$ cat config.mk
export PLATFORM = sky130hd
export DESIGN_NAME = aes_core_arbiter_flat
export DESIGN_NICKNAME = d
export VERILOG_FILES = /design/src/rtl/aes_core_arbiter_if.sv /design/src/rtl/aes_core_arbiter.sv /design/src/flat_wrapper.sv
export SDC_FILE = /design/constraint.sdc
export NUM_CORES = 1
export LEC_CHECK = 0
export BUFFER_PORTS_ARGS = -buffer_cell sky130_fd_sc_hd__buf_2
export CAP_MARGIN = 30
export CORE_AREA = 2 2 402 404
export DETAILED_ROUTE_END_ITERATION = 6
export DIE_AREA = 0 0 404 406
export HOLD_SLACK_MARGIN = 0.1
export PLACE_DENSITY_LB_ADDON = 0.2
export SETUP_SLACK_MARGIN = 0.1
export SYNTH_ARGS = -nofsm -noshare
export SYNTH_HDL_FRONTEND = slang
export SYNTH_SLANG_ARGS = --single-unit
$ cat constraint.sdc
create_clock -name clk -period 5.05 [get_ports clk]
set_input_delay 1.515 -clock clk [delete_from_list [all_inputs] [get_ports clk]]
set_output_delay 1.515 -clock clk [all_outputs]
set_load 0.02 [all_outputs]
$ cat src/rtl/aes_core_arbiter_if.sv
// Handshake bundle between the arbiter, its two requesters, the shared AES core and the response sink.
// master = arbiter side; slave = requesters, core and response consumer.
interface aes_core_arbiter_if;
    logic         i_req0_valid;
    logic         i_req1_valid;
    logic         o_req0_ready;
    logic         o_req1_ready;
    logic [0:127] i_req0_key;
    logic [0:127] i_req1_key;
    logic [0:127] i_req0_block;
    logic [0:127] i_req1_block;

    logic         o_core_key_load;
    logic [0:127] o_core_key;
    logic         i_core_key_done;
    logic         o_core_start;
    logic [0:127] o_core_block;
    logic         i_core_done;
    logic [0:127] i_core_result;

    logic         o_rsp_valid;
    logic         i_rsp_ready;
    logic         o_rsp_id;
    logic [0:127] o_rsp_data;
    logic         o_rsp_err;
    logic         o_busy;

    modport master (
        input  i_req0_valid, i_req1_valid, i_req0_key, i_req1_key, i_req0_block, i_req1_block,
        output o_req0_ready, o_req1_ready,
        output o_core_key_load, o_core_key, o_core_start, o_core_block,
        input  i_core_key_done, i_core_done, i_core_result,
        output o_rsp_valid, o_rsp_id, o_rsp_data, o_rsp_err, o_busy,
        input  i_rsp_ready
    );

    modport slave (
        output i_req0_valid, i_req1_valid, i_req0_key, i_req1_key, i_req0_block, i_req1_block,
        input  o_req0_ready, o_req1_ready,
        input  o_core_key_load, o_core_key, o_core_start, o_core_block,
        output i_core_key_done, i_core_done, i_core_result,
        input  o_rsp_valid, o_rsp_id, o_rsp_data, o_rsp_err, o_busy,
        output i_rsp_ready
    );
endinterface

$ cat src/rtl/aes_core_arbiter.sv
// Round-robin arbiter sharing one AES-128 core between two requesters, with a one-entry expanded-key cache.
// Key hit: core start one cycle after accept; response held until i_rsp_ready, no accept until then.
module aes_core_arbiter #(
    parameter int unsigned TIMEOUT_CYCLES = 64
) (
    input  logic               clk,
    input  logic               i_reset_n,
    aes_core_arbiter_if.master bus
);

    localparam int unsigned   TW       = (TIMEOUT_CYCLES > 1) ? $clog2(TIMEOUT_CYCLES) : 1;
    localparam logic [TW-1:0] TMO_LAST = TW'(TIMEOUT_CYCLES - 1);

    typedef enum logic [2:0] {
        S_IDLE,
        S_KEY_LOAD,
        S_KEY_WAIT,
        S_START,
        S_WAIT,
        S_RESP
    } state_e;

    state_e        state_q;
    state_e        state_d;
    logic [0:127]  key_q;
    logic [0:127]  block_q;
    logic [0:127]  cache_key_q;
    logic [0:127]  rsp_data_q;
    logic          id_q;
    logic          last_q;
    logic          cache_vld_q;
    logic          rsp_err_q;
    logic [TW-1:0] tmo_q;

    logic          gnt_any;
    logic          gnt_id;
    logic          xfer;
    logic [0:127]  xfer_key;
    logic [0:127]  xfer_block;
    logic          key_hit;
    logic          key_done_ev;
    logic          core_done_ev;
    logic          tmo_abort;
    logic          rsp_hs;

    // On a tie the requester not served last wins; last_q resets to 1 so requester 0 wins first.
    always_comb begin
        gnt_any      = bus.i_req0_valid | bus.i_req1_valid;
        gnt_id       = (bus.i_req0_valid & bus.i_req1_valid) ? ~last_q : bus.i_req1_valid;
        xfer_key     = gnt_id ? bus.i_req1_key : bus.i_req0_key;
        xfer_block   = gnt_id ? bus.i_req1_block : bus.i_req0_block;
        xfer         = i_reset_n & (state_q == S_IDLE) & gnt_any;
        key_hit      = cache_vld_q & (cache_key_q == xfer_key);
        key_done_ev  = (state_q == S_KEY_WAIT) & bus.i_core_key_done;
        core_done_ev = (state_q == S_WAIT) & bus.i_core_done;
        tmo_abort    = (tmo_q == TMO_LAST) &
                       (((state_q == S_KEY_WAIT) & ~bus.i_core_key_done) |
                        ((state_q == S_WAIT) & ~bus.i_core_done));
        rsp_hs       = (state_q == S_RESP) & bus.i_rsp_ready;
    end

    always_ff @(posedge clk) begin
        if (!i_reset_n) begin
            state_q <= S_IDLE;
        end else begin
            state_q <= state_d;
        end
    end

    always_comb begin
        state_d = state_q;
        case (state_q)
            S_IDLE: begin
                if (xfer) begin
                    state_d = key_hit ? S_START : S_KEY_LOAD;
                end
            end
            S_KEY_LOAD: state_d = S_KEY_WAIT;
            S_KEY_WAIT: begin
                if (bus.i_core_key_done) begin
                    state_d = S_START;
                end else if (tmo_abort) begin
                    state_d = S_RESP;
                end
            end
            S_START: state_d = S_WAIT;
            S_WAIT: begin
                if (bus.i_core_done || tmo_abort) begin
                    state_d = S_RESP;
                end
            end
            S_RESP: begin
                if (bus.i_rsp_ready) begin
                    state_d = S_IDLE;
                end
            end
            default: state_d = S_IDLE;
        endcase
    end

    always_comb begin
        bus.o_req0_ready    = xfer & ~gnt_id;
        bus.o_req1_ready    = xfer & gnt_id;
        bus.o_core_key_load = (state_q == S_KEY_LOAD);
        bus.o_core_start    = (state_q == S_START);
        bus.o_rsp_valid     = (state_q == S_RESP);
        bus.o_busy          = (state_q != S_IDLE);
    end

    assign bus.o_core_key   = key_q;
    assign bus.o_core_block = block_q;
    assign bus.o_rsp_id     = id_q;
    assign bus.o_rsp_data   = rsp_data_q;
    assign bus.o_rsp_err    = rsp_err_q;

    always_ff @(posedge clk) begin
        if (!i_reset_n) begin
            key_q       <= '0;
            block_q     <= '0;
            cache_key_q <= '0;
            rsp_data_q  <= '0;
            id_q        <= 1'b0;
            last_q      <= 1'b1;
            cache_vld_q <= 1'b0;
            rsp_err_q   <= 1'b0;
            tmo_q       <= '0;
        end else begin
            if (xfer) begin
                key_q   <= xfer_key;
                block_q <= xfer_block;
                id_q    <= gnt_id;
            end
            // KEY_LOAD and START are the only predecessors of the two waiting states.
            if (state_q == S_KEY_LOAD || state_q == S_START) begin
                tmo_q <= '0;
            end else if (state_q == S_KEY_WAIT || state_q == S_WAIT) begin
                tmo_q <= tmo_q + 1'b1;
            end
            if (key_done_ev) begin
                cache_key_q <= key_q;
                cache_vld_q <= 1'b1;
            end
            if (core_done_ev) begin
                rsp_data_q <= bus.i_core_result;
                rsp_err_q  <= 1'b0;
            end else if (tmo_abort) begin
                rsp_data_q  <= '0;
                rsp_err_q   <= 1'b1;
                cache_vld_q <= 1'b0;
            end
            if (rsp_hs) begin
                last_q <= id_q;
            end
        end
    end

endmodule

$ cat src/flat_wrapper.sv
// flat-port wrapper written by rule: the top's interface ports become plain ports
module aes_core_arbiter_flat 
#(
    parameter int unsigned TIMEOUT_CYCLES = 64
)
  (clk, i_reset_n, bus_i_req0_valid, bus_i_req1_valid, bus_i_req0_key, bus_i_req1_key, bus_i_req0_block, bus_i_req1_block, bus_o_req0_ready, bus_o_req1_ready, bus_o_core_key_load, bus_o_core_key, bus_o_core_start, bus_o_core_block, bus_i_core_key_done, bus_i_core_done, bus_i_core_result, bus_o_rsp_valid, bus_o_rsp_id, bus_o_rsp_data, bus_o_rsp_err, bus_o_busy, bus_i_rsp_ready);
  aes_core_arbiter_if bus_i ();
  input  logic clk;
  input  logic i_reset_n;
  input wire logic [$bits(bus_i.i_req0_valid)-1:0] bus_i_req0_valid;
  input wire logic [$bits(bus_i.i_req1_valid)-1:0] bus_i_req1_valid;
  input wire logic [$bits(bus_i.i_req0_key)-1:0] bus_i_req0_key;
  input wire logic [$bits(bus_i.i_req1_key)-1:0] bus_i_req1_key;
  input wire logic [$bits(bus_i.i_req0_block)-1:0] bus_i_req0_block;
  input wire logic [$bits(bus_i.i_req1_block)-1:0] bus_i_req1_block;
  output wire logic [$bits(bus_i.o_req0_ready)-1:0] bus_o_req0_ready;
  output wire logic [$bits(bus_i.o_req1_ready)-1:0] bus_o_req1_ready;
  output wire logic [$bits(bus_i.o_core_key_load)-1:0] bus_o_core_key_load;
  output wire logic [$bits(bus_i.o_core_key)-1:0] bus_o_core_key;
  output wire logic [$bits(bus_i.o_core_start)-1:0] bus_o_core_start;
  output wire logic [$bits(bus_i.o_core_block)-1:0] bus_o_core_block;
  input wire logic [$bits(bus_i.i_core_key_done)-1:0] bus_i_core_key_done;
  input wire logic [$bits(bus_i.i_core_done)-1:0] bus_i_core_done;
  input wire logic [$bits(bus_i.i_core_result)-1:0] bus_i_core_result;
  output wire logic [$bits(bus_i.o_rsp_valid)-1:0] bus_o_rsp_valid;
  output wire logic [$bits(bus_i.o_rsp_id)-1:0] bus_o_rsp_id;
  output wire logic [$bits(bus_i.o_rsp_data)-1:0] bus_o_rsp_data;
  output wire logic [$bits(bus_i.o_rsp_err)-1:0] bus_o_rsp_err;
  output wire logic [$bits(bus_i.o_busy)-1:0] bus_o_busy;
  input wire logic [$bits(bus_i.i_rsp_ready)-1:0] bus_i_rsp_ready;
  assign bus_i.i_req0_valid = bus_i_req0_valid;
  assign bus_i.i_req1_valid = bus_i_req1_valid;
  assign bus_i.i_req0_key = bus_i_req0_key;
  assign bus_i.i_req1_key = bus_i_req1_key;
  assign bus_i.i_req0_block = bus_i_req0_block;
  assign bus_i.i_req1_block = bus_i_req1_block;
  assign bus_o_req0_ready = bus_i.o_req0_ready;
  assign bus_o_req1_ready = bus_i.o_req1_ready;
  assign bus_o_core_key_load = bus_i.o_core_key_load;
  assign bus_o_core_key = bus_i.o_core_key;
  assign bus_o_core_start = bus_i.o_core_start;
  assign bus_o_core_block = bus_i.o_core_block;
  assign bus_i.i_core_key_done = bus_i_core_key_done;
  assign bus_i.i_core_done = bus_i_core_done;
  assign bus_i.i_core_result = bus_i_core_result;
  assign bus_o_rsp_valid = bus_i.o_rsp_valid;
  assign bus_o_rsp_id = bus_i.o_rsp_id;
  assign bus_o_rsp_data = bus_i.o_rsp_data;
  assign bus_o_rsp_err = bus_i.o_rsp_err;
  assign bus_o_busy = bus_i.o_busy;
  assign bus_i.i_rsp_ready = bus_i_rsp_ready;
  aes_core_arbiter #(.TIMEOUT_CYCLES(TIMEOUT_CYCLES)) u_core (.clk(clk), .i_reset_n(i_reset_n), .bus(bus_i));
endmodule
* After elaboration in Yosys (flattened, before gate mapping) *
Cells that the tools add are included.

word-level totals
  output and inout bits = 392
  register bits = 525
  input port bits = 647
  logic and storage cells = 65

operators by class
  equal/unequal tests = 11
  bitwise gates (word level) = 19
  add/sub/neg operators = 1
  muxes and demuxes = 15
  reduce and logical (&&, ||, !) cells = 9

operators with widths
  operator                                                          number
  128-bit two-way mux                                               4
  128-bit == test                                                   1
  3-bit one-hot mux with 6 select lines                             1
  3-bit two-way mux                                                 5
  1-bit bitwise AND                                                 12
  6-bit by 1-bit adder with 6-bit output (second input constant)    1
  3-bit by 2-bit == test with 1-bit output (second input constant)  2
  3-bit == test (second input constant)                             2
  6-bit == test (second input constant)                             1
  1-bit NOT                                                         5
  1-bit two-way mux                                                 4
  2-bit by 1-bit != test with 1-bit output (second input constant)  2
  4-bit AND reduction                                               1
  2-bit OR reduction                                                2
  3-bit by 1-bit == test with 1-bit output (second input constant)  1
  3-bit zero test                                                   1
  1-bit logical OR                                                  3
  3-bit by 2-bit != test with 1-bit output (second input constant)  1
  3-bit nonzero test                                                1
  2-bit two-way mux                                                 1
  2-bit != test (second input constant)                             1
  1-bit OR                                                          2
  2-bit nonzero test                                                1

* Longest topological paths before layout *
Gate-level depths: netlist of the first run.

  depth after elaboration = 8
  depth in mapped cells = 12
  depth with buffers taken out = 9

* Least setup slack after synthesis of the first run *
No wires, ideal clock.

  path kind = input to output
  start = input bus_i_req1_valid
  end = output bus_o_req0_ready
  cell stages on the path = 8
  buffers on the path = 6
  arrival time = 3087 ps
  required time = 3535 ps
  setup slack = 448 ps
  cells stage by stage = a21boi_4 -> buf_6 -> buf_6 -> buf_4 -> buf_4 -> buf_2 -> buf_1 -> nor2_1

between the ends
  cells in the longest elaborated chain, start to end = 4
  elaborated cells between the ends (all ways) = 6
  classes of those cells = 1 x mux; 5 x bitwise

RTL lines
  what                   RTL line                 source
  start, declared        flat_wrapper.sv:11       input wire logic [$bits(bus_i.i_req1_valid)-1:0] bus_i_req1_valid;
  1-bit bitwise AND      aes_core_arbiter.sv:49   gnt_id = (bus.i_req0_valid & bus.i_req1_valid) ? ~last_q : bus.i_req1_valid;
  1-bit two-way mux      aes_core_arbiter.sv:49
  1-bit NOT              aes_core_arbiter.sv:102  bus.o_req0_ready = xfer & ~gnt_id;
  1-bit bitwise AND (*)  aes_core_arbiter.sv:102
  end, declared          flat_wrapper.sv:16       output wire logic [$bits(bus_i.o_req0_ready)-1:0] bus_o_req0_ready;

Every way passes the cells marked *; elsewhere a longest branch is shown, timed or not.

* Worst setup path after layout of the first run *
Same ends and word-level chain as after synthesis.

==> results of run 1 <==
==> flip-flops by register name, summed over array words and instances (netlist names) <==
name	cells
u_core.bus.o_core_key	128
u_core.state_q	3
u_core.bus.o_rsp_data	128
u_core.tmo_q	6
u_core.bus.o_rsp_err	1
u_core.bus.o_core_block	128
u_core.bus.o_rsp_id	1
u_core.cache_key_q	128
u_core.cache_vld_q	1
u_core.last_q	1
==> worst reg2reg max path: stages (launching register included) <==
cell      delay, ps
dfxtp_1         340
a21boi_4        700
buf_4           300
buf_12          260
mux2i_1         370
xnor2_1         110
nor3_1          680
buf_4           230
nand4_1         130
or4_1           550
o31ai_1         280
==> how the worst max path moves through the flow <==
| stage | cells past startpoint | start | end | slack, ps |
|---|---|---|---|---|
| floorplan | 8 | bus_i_req1_valid | bus_o_req0_ready | 450 |
| global placement | 11 | bus_i_req1_valid | u_core.state_q[1] | -260 |
| detailed placement | 11 | bus_i_req1_valid | u_core.state_q[1] | -250 |
| CTS | 6 | bus_i_req1_valid | bus_o_req0_ready | 330 |
| global route | 6 | bus_i_req1_valid | bus_o_req0_ready | 300 |
| finish | 6 | bus_i_req1_valid | bus_o_req0_ready | 340 |
==> cell families (layout without fill, tap and decap cells) <==
family	Yosys count	in the layout
buffers and inverters	273	1275
other	0	4
xor gates and xnor gates	58	58
DFF	525	525
muxes	106	106
AOI/OAI and AO/OA	781	781
adders and majority gates	1	1
and+or+nand+nor	922	922
==> stage by stage <==
stage / instances / total power, uW / setup TNS (ps)
finish: 5758 / 13500 / 0
detailed placement: 5621 / 8060 / -247
floorplan: 2666 / 6400 / 0
global route: 5757 / 14100 / 0
global placement: 5621 / 8080 / -260
CTS: 5754 / 13700 / 0
==> layout make-up <==
cell class                      instances  area, um2
Fill cell                           18000     126000
Multi-Input combinational cell       1868      11700
Sequential cell                       525      10500
Timing Repair Buffer                 1104       5930
Tap cell                             2086       2610
Clock buffer                          105       2080
Clock inverter                         28        464
Inverter                               38        143
Antenna cell                            4       10.0
==> report_power, final <==
group          internal (uW)  switching (uW)
sequential              4530             301
combinational           1010            2110
clock                   3230            2280
==> cells in the final DEF (no fill, tap or decap), types with 19 or more instances in the layout <==
cell and n:
xor2_1 19, nor2_1 25, a21boi_0 385, xnor2_1 39
clkbuf_16 73, o21ai_0 22, dfxtp_1 525, nand3_1 154
buf_4 48, nand2_1 691, o22ai_1 19, inv_1 38
buf_2 1037, clkbuf_1 19, o211a_1 129, a32oi_1 128
mux2i_1 105
==> layer usage <==
metal  global-route usage (%)  routed length, um  up-vias
met5                        0                199        -
li1                         -                  -    11400
met1                     21.7              63100    11900
met4                     4.99               4180       32
met3                     6.00              13600      209
met2                     24.9              62600      971
==> flow_summary.toml, run 1 <==
[timing]
finalCritPeriodShare_pct = 93.4
worst_pin_slew_ps = 955
setup_slack_ps = 335
fin_worst_skew_ps = 66.7
holdWs_ps = 452
drv_slew = 0
rsz0062_at_grt = "false"
fin_crit_ps = 4710
maxSlewHeadroom_pct = 35.8
max_freq_ghz = 0.212
hold_viol = 0
setup_viol = 0

[global_routing]
gr-usage-all-layers_pct = 16.5
grt_first_pass_wirelength_mm = 190
grt_pass1_vias = 23100
antenna_found_initial = 41
gr-total-overflow = 0
grt_max_degree = 178

[floorplanning]
ioPinCount = 1039
coreArea_um2 = 160000
die_w_um = 404
initial_core_util_pct = 14.6
dieArea_um2 = 164000
die_height_um = 406
row_count = 147

[place]
post-dp-hpwl_mm = 113
place_ws_ps = -247
gp_congestion = 0.941
portBuffers = 1038
place_area_um2 = 30900

[yosys]
synth_xor_xnor_area_share_pct = 2.18
synth.distinct_cells = 55
synth_simple_gate_area_share_pct = 16.3
yosysMostFrequentCell = "nand2_1"
syn_nets = 3314
synth_flop_cell = "dfxtp_1"
synth-seq-cells = 525
syn_area_um2 = 23300
synth_area_leaders = "dfxtp_1 (45%), a21boi_0 (12%), nand2_1 (11%)"
yosysSeqAreaShare_pct = 45.2
synth_top_family_by_area = "compound AO/OA/AOI/OAI gates"
synth_top_area_share_pct = 45.2
synthArstFlopShare_pct = 0
yosys.area.top_type = "dfxtp_1"
postSynthAreaPerCell_um2 = 8.73
synth_compound_gate_area_share_pct = 27.2
netlist_top_cells_count = "nand2_1 (692), dfxtp_1 (525), a21boi_0 (385)"
syn-instance-count = 2666
synth_fa_ha_area_share_pct = 0.0538
yosysWarnings = 0
synthMuxAreaShare_pct = 4.58
synth_edf_count = 0

[worst_setup_path]
reg2reg_slack_ps = 1030
r2r_start = "u_core.last_q"
rr_worst_depth = 10
worst-path-max-fanout = 38
arrival_ps = 3200
crit_type = "in2out"
path_buf_inv = 4
path_delay_family = "buffers and inverters"
required_ps = 3540
cp_cell_sequence = "buf_2 > a21boi_4 > buf_4 > buf_12 > nor2_1 > buf_2"
crit_path_top_delay_cell = "a21boi_4"
reg2reg_to = "u_core.state_q[1]"
crit_path_start_kind = "input port"
critPathCaptureType = "output pin"
crit_top_cell = "buf_2"
crit_path_max_incr_delay_ps = 720

[drt]
vias_per_cell = 4.25
wl_per_cell_um = 24.9
drtPass1Iterations = 5
ant_nets = 0
wirelength_mm = 144
vias = 24500
drc = 0
initialDrtViolationCount = 1976

[cells_and_area]
post_route_cells_drive_above_1_share_pct = 33.6
area_delta_synth_final_pct = 43.9
final_area_um2 = 33500
nets = 4258
utilization_pct = 21.0

[power_and_ir_drop]
p_per_area_nw_per_um2 = 402
p_leak_uw = 0.0146
ir_drop_uv = 235

[clock_tree]
cts.clk_slew.worst_paths_ps = 60
numCtsBuffers = 73
hold_buffers = 0
cts_tree = "yes"
ctsResizeCount = 0
cts_setup_buffers = 0
clock_latency_ps = 710
clockBufferDepth = 3
cts_sinks = 525
htreeDepth = 3
cts_root_buf = "clkbuf_16"

[worst_hold_path]
min_path_cells = 2
hp-start = "u_core.bus.o_core_key[37]"
min_to = "u_core.cache_key_q[37]"
hold_class = "reg2reg"

[outcome]
status = "complete, no violations"

[job]
cap_violations = 0
(Power assumes the default switching activity.)
==> run 2: changes to the inputs <==
Settings changed: CELL_PAD_IN_SITES_DETAIL_PLACEMENT set to 1, CELL_PAD_IN_SITES_GLOBAL_PLACEMENT set to 1, CORE_AREA 2 2 402 404 to 3 3 403 405, DIE_AREA 0 0 404 406 to 0 0 406 408.
==> run 2 against run 1 <==
Die area increased by 0.99%; total power down 1.6%; wire length rose by 7.3%; count of clock-buffer cells in the layout unchanged; global-route usage up 1.2 points; final cell count shrank 0.10%; worst setup slack better by 190 ps; critical path type is now reg2out; combinational power about the same; first-iteration DRC count decreased by 9.8%; non-clock buffer count is 7 lower; fmax is 4.1% higher; clock power fell by 4.4%.
==> flow_summary.toml, run 2 (synthesized netlist as in run 1, its figures left out) <==
[timing]
setup_viol = 0
holdWs_ps = 459
finalCritPeriodShare_pct = 89.7
setup_tns_ps = 0
hold_viol = 0
maxSlewHeadroom_pct = 23.1
rsz0062_at_grt = "false"
fin_crit_ps = 4530
fin_worst_skew_ps = 21.2
worst_pin_slew_ps = 1140
max_freq_ghz = 0.221
drv_slew = 0

[cells_and_area]
area_delta_synth_final_pct = 43.3
final_cells = 5752
post_route_cells_drive_above_1_share_pct = 33.5
mostFrequentLayoutCells = "buf_2 (1,037), nand2_1 (691), dfxtp_1 (525)"
nets = 4253
final_common_cell = "buf_2"

[worst_hold_path]
hp-start = "u_core.bus.o_core_block[57]"
min_path_cells = 2
min_to = "u_core.bus.o_core_block[57]"
hold_class = "reg2reg"

[place]
gp_congestion = 0.893
dp.cells = 5600
portBuffers = 1038
post-dp-hpwl_mm = 122

[clock_tree]
htreeDepth = 3
cts_setup_buffers = 0
hold_buffers = 0
cts.clk_slew.worst_paths_ps = 60
numCtsBuffers = 75
ctsResizeCount = 0
clock_latency_ps = 660
clockBufferDepth = 3
cts_tree = "yes"
cts_sinks = 525
cts_root_buf = "clkbuf_16"

[drt]
ant_nets = 0
initialDrtViolationCount = 1782
drc = 0
drtPass1Iterations = 5
wl_per_cell_um = 26.8
wirelength_mm = 154
vias = 24900
vias_per_cell = 4.32

[floorplanning]
initial_core_util_pct = 14.7
coreArea_um2 = 159000
ioPinCount = 1039
row_count = 146
dieArea_um2 = 166000
die_w_um = 406
die_height_um = 408

[worst_setup_path]
crit_type = "reg2out"
critPathCaptureType = "output pin"
crit_path_start_kind = "flop"
r2r_start = "u_core.state_q[1]"
arrival_ps = 3010
reg2reg_slack_ps = 1340
worst-path-max-fanout = 10
rr_worst_depth = 8
reg2reg_to = "u_core.state_q[1]"
cp_cell_sequence = "nor3_2 > nand2_1 > or2_4 > nor2_1 > buf_2"
required_ps = 3540
crit_path_top_delay_cell = "nor3_2"
crit_path_max_incr_delay_ps = 650

[outcome]
status = "complete, no violations"

[global_routing]
grt_pass1_vias = 25000
grt_max_degree = 176
antenna_found_initial = 57
gr-usage-all-layers_pct = 17.7
grt_first_pass_wirelength_mm = 207
gr-total-overflow = 0

[power_and_ir_drop]
p_seq_share_pct = 36.8
clockPowerShare_pct = 39.7
p_sw_uw = 4640
p_leak_uw = 0.0146
intPower_uw = 8590
p_per_area_nw_per_um2 = 397
combPwrFrac_pct = 23.5
swShare_pct = 35.1
p_total_uw = 13200
ir_drop_uv = 213

[job]
cap_violations = 0
[run 2: worst max path at each step]
stage | from | endpoint | slack, ps | cells after the start
after floorplan | bus_i_req1_valid | bus_o_req0_ready | 450 | 8
after global placement | bus_i_req1_valid | u_core.state_q[1] | 190 | 11
after detailed placement | bus_i_req1_valid | u_core.state_q[1] | 190 | 11
after CTS | u_core.state_q[1] | bus_o_req0_ready | 330 | 5
after global routing | u_core.state_q[1] | bus_o_req0_ready | 320 | 5
final | u_core.state_q[1] | bus_o_req0_ready | 520 | 5
[run 2: routing by layer]
metal  vias up  part of all wire [%]  track usage, %
met1     12400                    44            22.8
met4        20                   2.3            4.29
met3       166                   8.2            5.28
met2       905                    46            28.8
li1      11400                     -               -
met5         -                 0.078               0
[run 2: critical path, delay by kind of cell, from the launching register on]
kind | cells | cell delay (ps)
buffers and inverters | 1 | 210
flip-flops | 1 | 530
AND/OR/NAND/NOR | 4 | 1580
[run 2: power groups by stage]
| stage | combinational (uW) | clock (uW) | sequential (uW) |
|---|---|---|---|
| CTS | 3160 | 5500 | 4870 |
| global route | 3320 | 5650 | 4910 |
| finish | 3110 | 5260 | 4870 |
| detailed placement | 3150 | 0 | 4950 |
| floorplan | 1140 | 0 | 5270 |
| global placement | 3160 | 0 | 4940 |
[run 2: per-stage QoR]
stage | setup slack, ps | utilization [%] | instance area (um2)
after floorplan | 448 | - | 23300
after global placement | 192 | 19.4 | 30900
after detailed placement | 194 | 19.4 | 30900
after CTS | 333 | 21.0 | 33300
after global routing | 318 | 21.0 | 33300
final | 521 | 21.0 | 33300
[run 2: area by class of cell]
cell class / instances / area (um2)
fill: 18900 / 125000
multi-input combinational: 1868 / 11700
sequential: 525 / 10500
timing repair buffer: 1097 / 5870
tap: 2072 / 2590
clock buffer: 105 / 2130
clock inverter: 26 / 289
inverter: 38 / 143
antenna: 21 / 52.6
==> run 3: changes to the inputs <==
Settings changed: CTS_BUF_LIST set to sky130_fd_sc_hd__clkbuf_8 sky130_fd_sc_hd__clkbuf_16.
==> run 3 against run 2 <==
Die area unchanged; combinational power is essentially flat; count of clock-buffer cells in the layout decreased by 16; non-clock buffer count is the same; worst setup slack gained 4.7 ps; total power fell by 0.21%; utilization stayed put; fmax rose by 0.10%; critical path type unchanged; highest routed layer unchanged.
==> flow_summary.toml, run 3 (synthesized netlist as in run 1, its figures left out) <==
[outcome]
status = "complete, no violations"

[cells_and_area]
final_common_cell = "buf_2"
fill_cells = 18900
post_route_cells_drive_above_1_share_pct = 33.5
area_delta_synth_final_pct = 43.3
nets = 4253
mostFrequentLayoutCells = "buf_2 (1,037), nand2_1 (691), dfxtp_1 (525)"

[job]
cap_violations = 0

[timing]
drv_slew = 0
finalCritPeriodShare_pct = 89.6
rsz0062_at_grt = "false"
setup_slack_ps = 526
setup_tns_ps = 0
hold_viol = 0
worst_pin_slew_ps = 1050
fin_worst_skew_ps = 20.2
maxSlewHeadroom_pct = 29.4
max_freq_ghz = 0.221
setup_viol = 0
fin_crit_ps = 4520

[clock_tree]
numCtsBuffers = 75
cts_root_buf = "clkbuf_16"
clock_latency_ps = 660
cts.clk_slew.worst_paths_ps = 60
ctsResizeCount = 0
cts_tree = "yes"
htreeDepth = 3
cts_setup_buffers = 0
hold_buffers = 0
clockBufferDepth = 3
cts_sinks = 525

[worst_setup_path]
required_ps = 3540
critPathCaptureType = "output pin"
arrival_ps = 3010
path_delay_family = "simple AND/OR/NAND/NOR gates"
path_buf_inv = 1
crit_path_top_delay_cell = "nor3_2"
crit_type = "reg2out"
crit_path_start_kind = "flop"
crit_path_max_incr_delay_ps = 650
reg2reg_slack_ps = 1360
cp_cell_sequence = "nor3_2 > nand2_1 > or2_4 > nor2_1 > buf_2"
worst-path-max-fanout = 10

[global_routing]
gr-usage-all-layers_pct = 17.7
gr-total-overflow = 0
grt_pass1_vias = 25000
grt_max_degree = 176
grt_first_pass_wirelength_mm = 207
antenna_found_initial = 57

[place]
place_ws_ps = 194
portBuffers = 1038
post-dp-hpwl_mm = 122
gp_congestion = 0.893

[power_and_ir_drop]
ir_drop_uv = 213
clockPowerShare_pct = 39.6
p_seq_share_pct = 36.9
swShare_pct = 35.2
p_per_area_nw_per_um2 = 396
intPower_uw = 8560
p_total_uw = 13200
combPwrFrac_pct = 23.5
p_sw_uw = 4650
p_leak_uw = 0.0146

[drt]
drc = 0
drtPass1Iterations = 5
initialDrtViolationCount = 1761
ant_nets = 0
vias = 24900
wl_per_cell_um = 26.8
wirelength_mm = 154
vias_per_cell = 4.32

[floorplanning]
ioPinCount = 1039
die_w_um = 406
die_height_um = 408
dieArea_um2 = 166000
coreArea_um2 = 159000
initial_core_util_pct = 14.7
row_count = 146

[worst_hold_path]
hold_class = "reg2reg"
## run 3: cell types whose count changed in the layout (fill, tap and decap cells not counted), sizes merged
| cell | previous run | this run |
|---|---|---|
| inv | 40 | 56 |
| clkbuf | 105 | 89 |
## run 3: path summary, 6_finish.rpt
| check | endpoint | start | depth (start not counted) |
|---|---|---|---|
| setup / recovery | bus_o_req0_ready | u_core.state_q[1] | 5 |
| hold / removal | u_core.bus.o_core_block[57] | u_core.bus.o_core_block[57] | 2 |
| setup reg to reg | u_core.state_q[1] | u_core.state_q[1] | 8 |
| hold reg to reg | u_core.bus.o_core_block[57] | u_core.bus.o_core_block[57] | 2 |
## run 3: power by group through the flow
| stage | registers [uW] | clock network [uW] | logic [uW] |
|---|---|---|---|
| floorplan | 5270 | 0 | 1140 |
| global placement | 4940 | 0 | 3160 |
| detailed placement | 4950 | 0 | 3150 |
| CTS | 4870 | 5470 | 3160 |
| global route | 4910 | 5620 | 3320 |
| finish | 4870 | 5230 | 3100 |
## run 3: worst min-delay path: stages (launching register included)
cell,delay [ps]
dfxtp_1,300
nand2_1,50
a21boi_0,60
## run 3: final cells by class
type,count,area [um2],area share (%)
clock buffer,89,2070,6.21
tap,2072,2590,7.78
antenna,21,52.6,0.158
multi-input combinational,1868,11700,35.2
inverter,38,143,0.428
timing repair buffer,1097,5870,17.6
sequential,525,10500,31.5
clock inverter,42,349,1.05
## run 3: routing by layer
metal | GRT usage (%) | vias to the layer above | wire [um]
li1 | - | 11400 | -
met1 | 22.8 | 12400 | 66900
met2 | 28.8 | 910 | 70800
met5 | 0 | - | 120
met3 | 5.28 | 162 | 12700
met4 | 4.29 | 20 | 3520
## run 3: metrics by stage
| step | utilization (%) | instances | hold WS, ps | instance area [um2] |
|---|---|---|---|---|
| after floorplan | - | 2666 | 443 | 23300 |
| after global placement | 19.4 | 5600 | 447 | 30900 |
| after detailed placement | 19.4 | 5600 | 454 | 30900 |
| after CTS | 21.0 | 5731 | 461 | 33300 |
| after global routing | 21.0 | 5736 | 479 | 33300 |
| final | 21.0 | 5752 | 459 | 33300 |
